===== src/rtl/lcd_row_animator_if.sv =====
// Button pulses into the row animator and its registered display/status outputs.
// btn_pressed bits are single-cycle pulses with no handshake; every output is a plain registered level except step.
interface lcd_row_animator_if #(
  parameter int N_CHARS = 16
);
  logic [3:0]           btn_pressed;
  logic [8*N_CHARS-1:0] row_A;
  logic [8*N_CHARS-1:0] row_B;
  logic                 running;
  logic                 mode;
  logic                 dir;
  logic [1:0]           speed;
  logic                 step;

  modport slave (
    input  btn_pressed,
    output row_A, row_B, running, mode, dir, speed, step
  );

  modport master (
    output btn_pressed,
    input  row_A, row_B, running, mode, dir, speed, step
  );
endinterface


===== src/rtl/lcd_row_animator.sv =====
// Two-row character animator for the LCD row buffers: run/pause, letter-cycle or
// rotate mode, direction reversal and four speed levels driven by button pulses.
module lcd_row_animator #(
  parameter int         N_CHARS     = 16,
  parameter int         TICK_CYCLES = 100000000,
  parameter logic [7:0] CHAR_LO     = 8'h41,
  parameter logic [7:0] CHAR_HI     = 8'h5A
) (
  input  logic clk,
  input  logic reset_n,
  lcd_row_animator_if.slave bus
);
  localparam int RW = 8 * N_CHARS;
  localparam int CW = $clog2(TICK_CYCLES + 1);
  localparam int R  = int'(CHAR_HI) - int'(CHAR_LO) + 1;

  logic [RW-1:0] row_a_q, row_b_q, row_a_d, row_b_d;
  logic          running_q, mode_q, dir_q, step_q;
  logic [1:0]    speed_q;
  logic [CW-1:0] cnt_q, cnt_d, period;
  logic          start, stop, term, do_step;

  function automatic logic [RW-1:0] init_row(input int offset);
    logic [RW-1:0] r;
    r = '0;
    for (int i = 0; i < N_CHARS; i++)
      r[RW-1-8*i -: 8] = CHAR_LO + 8'((i + offset) % R);
    return r;
  endfunction

  function automatic logic [7:0] inc_char(input logic [7:0] c);
    return (c >= CHAR_HI) ? CHAR_LO : c + 8'd1;
  endfunction

  function automatic logic [7:0] dec_char(input logic [7:0] c);
    return (c <= CHAR_LO) ? CHAR_HI : c - 8'd1;
  endfunction

  function automatic logic [RW-1:0] cycle_row(input logic [RW-1:0] r, input logic up);
    logic [RW-1:0] o;
    o = '0;
    for (int i = 0; i < N_CHARS; i++)
      o[8*i +: 8] = up ? inc_char(r[8*i +: 8]) : dec_char(r[8*i +: 8]);
    return o;
  endfunction

  function automatic logic [RW-1:0] rot_left(input logic [RW-1:0] r);
    return {r[RW-9:0], r[RW-1 -: 8]};
  endfunction

  function automatic logic [RW-1:0] rot_right(input logic [RW-1:0] r);
    return {r[7:0], r[RW-1:8]};
  endfunction

  // A pause press holds the counter; the next start clears it anyway.
  always_comb begin
    period  = CW'(TICK_CYCLES >> speed_q);
    start   = bus.btn_pressed[0] & ~running_q;
    stop    = bus.btn_pressed[0] & running_q;
    term    = running_q && (cnt_q == period - CW'(1));
    do_step = term & ~bus.btn_pressed[0] & ~bus.btn_pressed[3];

    cnt_d = cnt_q;
    if (bus.btn_pressed[3] || start)
      cnt_d = '0;
    else if (running_q && !stop)
      cnt_d = do_step ? '0 : cnt_q + CW'(1);

    row_a_d = row_a_q;
    row_b_d = row_b_q;
    if (do_step) begin
      if (mode_q) begin
        row_a_d = dir_q ? rot_right(row_a_q) : rot_left(row_a_q);
        row_b_d = dir_q ? rot_left(row_b_q)  : rot_right(row_b_q);
      end else begin
        row_a_d = cycle_row(row_a_q, ~dir_q);
        row_b_d = cycle_row(row_b_q, dir_q);
      end
    end
  end

  always_ff @(posedge clk) begin
    if (!reset_n) begin
      running_q <= 1'b0;
      mode_q    <= 1'b0;
      dir_q     <= 1'b0;
      speed_q   <= 2'd0;
      step_q    <= 1'b0;
      cnt_q     <= '0;
      row_a_q   <= init_row(0);
      row_b_q   <= init_row(N_CHARS);
    end else begin
      running_q <= running_q ^ bus.btn_pressed[0];
      mode_q    <= mode_q ^ bus.btn_pressed[1];
      dir_q     <= dir_q ^ bus.btn_pressed[2];
      speed_q   <= speed_q + {1'b0, bus.btn_pressed[3]};
      step_q    <= do_step;
      cnt_q     <= cnt_d;
      row_a_q   <= row_a_d;
      row_b_q   <= row_b_d;
    end
  end

  assign bus.row_A   = row_a_q;
  assign bus.row_B   = row_b_q;
  assign bus.running = running_q;
  assign bus.mode    = mode_q;
  assign bus.dir     = dir_q;
  assign bus.speed   = speed_q;
  assign bus.step    = step_q;
endmodule


===== src/flat_wrapper.sv =====
// flat-port wrapper written by rule: the top's interface ports become plain ports
module lcd_row_animator_flat 
#(
  parameter int         N_CHARS     = 16,
  parameter int         TICK_CYCLES = 100000000,
  parameter logic [7:0] CHAR_LO     = 8'h41,
  parameter logic [7:0] CHAR_HI     = 8'h5A
)
  (clk, reset_n, bus_btn_pressed, bus_row_A, bus_row_B, bus_running, bus_mode, bus_dir, bus_speed, bus_step);
  lcd_row_animator_if #(.N_CHARS(N_CHARS)) bus_i ();
  input  logic clk;
  input  logic reset_n;
  input wire logic [$bits(bus_i.btn_pressed)-1:0] bus_btn_pressed;
  output wire logic [$bits(bus_i.row_A)-1:0] bus_row_A;
  output wire logic [$bits(bus_i.row_B)-1:0] bus_row_B;
  output wire logic [$bits(bus_i.running)-1:0] bus_running;
  output wire logic [$bits(bus_i.mode)-1:0] bus_mode;
  output wire logic [$bits(bus_i.dir)-1:0] bus_dir;
  output wire logic [$bits(bus_i.speed)-1:0] bus_speed;
  output wire logic [$bits(bus_i.step)-1:0] bus_step;
  assign bus_i.btn_pressed = bus_btn_pressed;
  assign bus_row_A = bus_i.row_A;
  assign bus_row_B = bus_i.row_B;
  assign bus_running = bus_i.running;
  assign bus_mode = bus_i.mode;
  assign bus_dir = bus_i.dir;
  assign bus_speed = bus_i.speed;
  assign bus_step = bus_i.step;
  lcd_row_animator #(.N_CHARS(N_CHARS), .TICK_CYCLES(TICK_CYCLES), .CHAR_LO(CHAR_LO), .CHAR_HI(CHAR_HI)) u_core (.clk(clk), .reset_n(reset_n), .bus(bus_i));
endmodule

===== config.mk =====
export PLATFORM = sky130hd
export DESIGN_NAME = lcd_row_animator_flat
export DESIGN_NICKNAME = d
export VERILOG_FILES = /design/src/rtl/lcd_row_animator_if.sv /design/src/rtl/lcd_row_animator.sv /design/src/flat_wrapper.sv
export SDC_FILE = /design/constraint.sdc
export NUM_CORES = 2
export LEC_CHECK = 0
export BUFFER_PORTS_ARGS = -buffer_cell sky130_fd_sc_hd__buf_2
export CAP_MARGIN = 0
export CELL_PAD_IN_SITES_DETAIL_PLACEMENT = 1
export CELL_PAD_IN_SITES_GLOBAL_PLACEMENT = 1
export CORE_MARGIN = 2
export CORE_UTILIZATION = 40
export DETAILED_ROUTE_END_ITERATION = 10
export PLACE_DENSITY_LB_ADDON = 0.1
export SYNTH_ARGS = -nofsm -noshare
export SYNTH_HDL_FRONTEND = slang
export SYNTH_SLANG_ARGS = --single-unit

===== constraint.sdc =====
create_clock -name clk -period 5.44 [get_ports clk]
set_clock_uncertainty 0.05 [all_clocks]
set_input_delay 1.088 -clock clk [delete_from_list [all_inputs] [get_ports clk]]
set_output_delay 1.088 -clock clk [all_outputs]
set_load 0.05 [all_outputs]

Yosys cells after proc, flatten, opt, wreduce, memory -nomap -nowiden
Index checks and enable logic that the tools add are counted.

Word-level logic and storage cells: 258. ROM bits: 0. Output and inout bits: 262. Bits in latches: 0. Register bits after elaboration: 289. Memory bits (writable): 0. Input bits: 6. Memories kept: 0.

Equality and inequality tests: 1. Add/subtract/negate cells: 67. Shift-type cells: 1. Reduce and logical (&&, ||, !) cells: 5. Multiply operators: 0. Order comparisons: 64. Divide/modulo/power cells: 0. Bitwise operators: 11. Mux-type cells: 101.

Operator list (count): $mux W8 (96); $mux W128 (4); $add A8 B1 Y8 const B (32); $ge A8 B7 Y1 const B (32); $le A8 B7 Y1 const B (32); $sub A8 B1 Y8 const B (32); $add A27 B1 Y27 const B (1); $eq A27 B27 Y1 (1); $mux W27 (1); $shr A27 B2 Y27 const A (1); $sub A27 B1 Y27 const B (1); $and A1 B1 Y1 (4); $not A1 Y1 (4); $xor A1 B1 Y1 (3); $add A2 B1 Y2 (1); $logic_and A1 B1 Y1 (2); $reduce_or A2 Y1 (1); $logic_not A1 Y1 (1); $logic_or A1 B1 Y1 (1).

Longest topological paths before layout
Depth after elaboration: 7. Gate-level depth with buffers: 11. Gate-level depth less buffers: 8.

Least setup slack after synthesis
Ideal clock, no wire load.

Path kind: register to register. Start: reg u_core.speed_q[1], in the netlist u_core.bus.speed[1]. End: reg u_core.row_a_q[10], in the netlist u_core.bus.row_A[10]. Arrival time: 2.908 ns. Stages on the path, launching flop included: 11. Setup slack: 2.352 ns. Required time: 5.260 ns. Setup time: 0.130 ns. Period minus slack after synthesis: 3.088 ns. Path buffers: 2. Path through: dfxtp_1 > buf_2 > nand2_1 > ha_1 > xor2_1 > nand4_1 > a2111o_1 > or3_4 > buf_2 > a2111oi_2 > o21ai_1.

Cells in the longest elaborated chain, start to end: 6.

RTL lines: from (decl) (line lcd_row_animator.sv:19) `logic [1:0] speed_q;`; from (signal assigned) (line lcd_row_animator.sv:96) `speed_q <= speed_q + {1'b0, bus.btn_pressed[3]};`; $shr A27 B2 Y27 (line lcd_row_animator.sv:57) `period = CW'(TICK_CYCLES >> speed_q);`; $sub A27 B1 Y27 (line lcd_row_animator.sv:60) `term = running_q && (cnt_q == period - CW'(1));`; $eq A27 B27 Y1 (line lcd_row_animator.sv:60); $logic_and A1 B1 Y1 (line lcd_row_animator.sv:60); $and A1 B1 Y1 (2 in series) (line lcd_row_animator.sv:61) `do_step = term & ~bus.btn_pressed[0] & ~bus.btn_pressed[3];`; to (signal assigned) (line lcd_row_animator.sv:90) `row_a_q <= init_row(0);`; to (signal assigned) (line lcd_row_animator.sv:99) `row_a_q <= row_a_d;`; to (decl) (line lcd_row_animator.sv:17) `logic [RW-1:0] row_a_q, row_b_q, row_a_d, row_b_d;`.

No other way between the ends. A chain may end at the register's enable or synchronous reset.

Worst setup path after layout
Start: reg u_core.mode_q, in the netlist u_core.bus.mode. End: out bus_mode.

RTL lines: from (decl) (line lcd_row_animator.sv:18) `logic running_q, mode_q, dir_q, step_q;`; from (signal assigned) (line lcd_row_animator.sv:94) `mode_q <= mode_q ^ bus.btn_pressed[1];`; to (decl) (line flat_wrapper.sv:17) `output wire logic [$bits(bus_i.mode)-1:0] bus_mode;`.

No word-level cell between the ends.

==> metrics.md <==
| Metric | Value |
|---|---|
| Vias per cell | `6.626` |
| DP Wirelength | `74,250 um` |
| Main area contributors after synthesis | `dfxtp_1, ha_1, nand2_1, clkbuf_1, a21oi_1` |
| DRC Markers | `0` |
| Width of the die | `265.1 um` |
| Hold Path Class | `flop to flop` |
| Ports | `268` |
| Vias | `30,710` |
| Pleak | `10.90 nW` |
| Initial antenna violation count | `1` |
| Max-Cap Viols | `0` |
| DRT Pass-1 Iters | `5` |
| Largest net degree at the start of global routing | `174` |
| Fmax | `271.0 MHz` |
| IO Port Bufs | `267` |
| Critical path data arrival time | `2.55 ns` |
| Post-route design area | `29,730 um^2` |
| Yosys reg bits | `289` |
| CTS Hold Bufs | `0` |
| Slew headroom | `0.1660` |
| CP Launch Type | `flop` |
| Core Area | `67,280 um^2` |
| Clk buf depth | `3` |
| Sequential area share after synthesis | `0.2122` |
| WS Path Type | `flop to output port` |
| Status | `finished clean` |
| CTS buffer count | `41` |
| TritonCTS clock tree | `yes` |
| Syn avg cell area | `7.103 um^2` |
| Period utilisation layout | `0.6782` |
| Synth area leader | `dfxtp_1` |
| Worst-path cell chain | `buf_12, buf_2` |
| Peak VDD IR | `0.1844 mV` |
| Die height | `265.1 um` |
| Final Util | `0.4420` |
| Vias in the first global route | `30,780` |
| Finish-stage setup viols | `0` |
| Ys async rst share | `0` |
| Primary FF master, synth | `dfxtp_1` |
| Final Max Tran Viols | `0` |
| WL/cell | `25.01 um` |
| Layout net count | `3,870` |
| WP buf/inv | `2` |
| CTS root buf | `clkbuf_16` |
| Crit path max-delay family | `buffers and inverters` |
| Crit-path max FO | `173` |
| Yosys cell types | `90` |
| Actual slew at the worst max-slew pin | `1.246 ns` |
| Setup_tns | `0 ns` |
| Syn_nets | `3,977` |
| P&R area growth vs syn | `9.069%` |
| Filler Cells Inserted | `8,411` |
| PwrDens | `198.4 nW/um^2` |
| Share of the synthesized area in the top cell type | `0.2122` |
| Post-CTS Resized | `0` |
| Initial Util | `0.4052` |
| Synth Cell Area | `27,260 um^2` |
| Clock Pin Slew Worst Setup and Hold Paths | `0.06 ns` |
| Setup crit end kind | `output port` |
| Post-synth EDFFs | `0` |
| First-pass GRT wire length | `182,400 um` |
| Area after DPL | `28,340 um^2` |
| Die area | `70,260 um^2` |
| Clock latency at the later pin of the worst-skew pair | `0.59 ns` |
| Routed Antenna Nets | `0` |
| Count of final hold-check violations | `0` |
| Hold slack | `0.4541 ns` |
| Number of clock sinks | `289` |
| Post-Route WL | `115,900 um` |
| Setup Buffers After CTS | `0` |
| Required @ worst endpoint | `4.30 ns` |
| Ant. Diodes | `0` |
| All-Layer GR Usage | `0.3188` |
| Slowest cell on crit path | `dfxtp_4` |
| RSZ-0062 raised after global routing | `no` |
| Layout cells sized above 1 | `0.1183` |
| YS warnings | `0` |
| GRT overflow | `0` |
| Post-Syn Instances | `3,838` |
| Starting DRT DRC Count | `2,708` |
| H-tree lvl count | `2` |
| Routability cong. | `0.8783` |
| Row Count | `95` |
| CP peak stage delay | `0.83 ns` |
| Tmin final | `3.689 ns` |
[logic make-up after synthesis]
| logic type | Yosys count | share of synthesized area |
|---|---|---|
| adder cells (fa/ha/maj) | 134 | 0.06141 |
| AO/OA/AOI/OAI | 1240 | 0.3151 |
| AND/OR/NAND/NOR | 1305 | 0.2275 |
| flip-flops | 289 | 0.2122 |
| XOR/XNOR | 167 | 0.05365 |
| multiplexers | 113 | 0.04663 |
| buffers and inverters | 590 | 0.08353 |
[power by group]
part           internal (mW)  leakage (nW)  switching, mW
logic                  0.252          7.87          0.621
clock network           1.73         0.693           1.14
registers               2.12          2.33         0.0366
[metal layers]
layer	wire length [um]	global-route usage	up-vias	share of wire
met1	52950	0.4440	15530	0.46
met2	53150	0.5175	1071	0.46
met4	2588	0.09666	0	0.022
met5	0	0	-	0
met3	7197	0.03425	154	0.062
li1	-	-	13950	-
[worst register-to-register path, cell delays in order, from the launching register on]
cell	delay, ns
dfxtp_1	0.60
nand2_1	0.18
ha_1	0.33
xor2_1	0.25
nand4_1	0.13
a2111o_1	0.36
or3_4	0.65
buf_4	0.48
and3_1	0.29
a31o_2	0.21
[placed cells by master, fill, tap and decap left out, types with 74 or more instances in the layout]
cell and instances:
xnor2_1 93, nor2_1 305, nor3_1 144, o21ai_0 233, nand2_1 391, o211ai_1 94
dfxtp_1 287, ha_1 133, xor2_1 74, a21oi_1 254, a211oi_1 83, mux2i_1 82
inv_1 139, buf_2 266, nand3_1 173
[worst paths after layout]
check / from / to / slack (ns) / depth (start not counted)
hold / removal: u_core.cnt_q[1] / u_core.cnt_q[1] / 0.45 / 2
hold reg to reg: u_core.cnt_q[1] / u_core.cnt_q[1] / 0.45 / 2
setup reg to reg: u_core.bus.speed[1] / u_core.bus.row_B[28] / 1.79 / 9
setup / recovery: u_core.bus.mode / bus_mode / 1.75 / 2
[registers in the layout, indices dropped and copies added, names as in the netlist]
register / cells
u_core.bus.row_A: 128
u_core.bus.running: 1
u_core.bus.row_B: 128
u_core.bus.speed: 2
u_core.cnt_q: 27
u_core.bus.step: 1
u_core.bus.mode: 1
u_core.bus.dir: 1
[synth_stat cells (26+ instances only)]
library cell,instances
buf_1,57
ha_1,133
nand2_1,391
buf_2,32
a221oi_1,69
dfxtp_1,289
or3_1,46
o211ai_1,94
and3_1,38
a31oi_1,51
o311ai_0,60
or4_1,29
a211oi_1,83
nor3_1,144
mux2i_1,82
a21oi_1,254
a311oi_1,26
o22ai_1,32
o21ai_0,233
xor2_1,74
inv_1,141
xnor2_1,93
nor2_1,307
nand3_1,173
nor3b_1,26
nor4_1,29
o31ai_1,36
clkbuf_1,353
a211o_1,33
[through the flow]
step,setup WS (ns),power (mW),cells
after detailed placement,1.657,3.058,4561
after global placement,1.687,3.044,4561
after global routing,1.617,6.088,4634
final,1.751,5.899,4634
after CTS,1.774,5.932,4634
after floorplan,2.352,2.802,3838
[final cells by class]
type | instances | area (um^2) | share of cell area
multi-input cells | 2959 | 19240 | 0.6471
flip-flops and latches | 289 | 5793 | 0.1948
repair buffers | 298 | 1672 | 0.05622
clock buffers | 62 | 1257 | 0.04229
well taps | 873 | 1092 | 0.03673
inverters | 142 | 545.5 | 0.01835
clock inverters | 11 | 133.9 | 0.004502
Note: power is estimated with default switching activity, not from simulation.
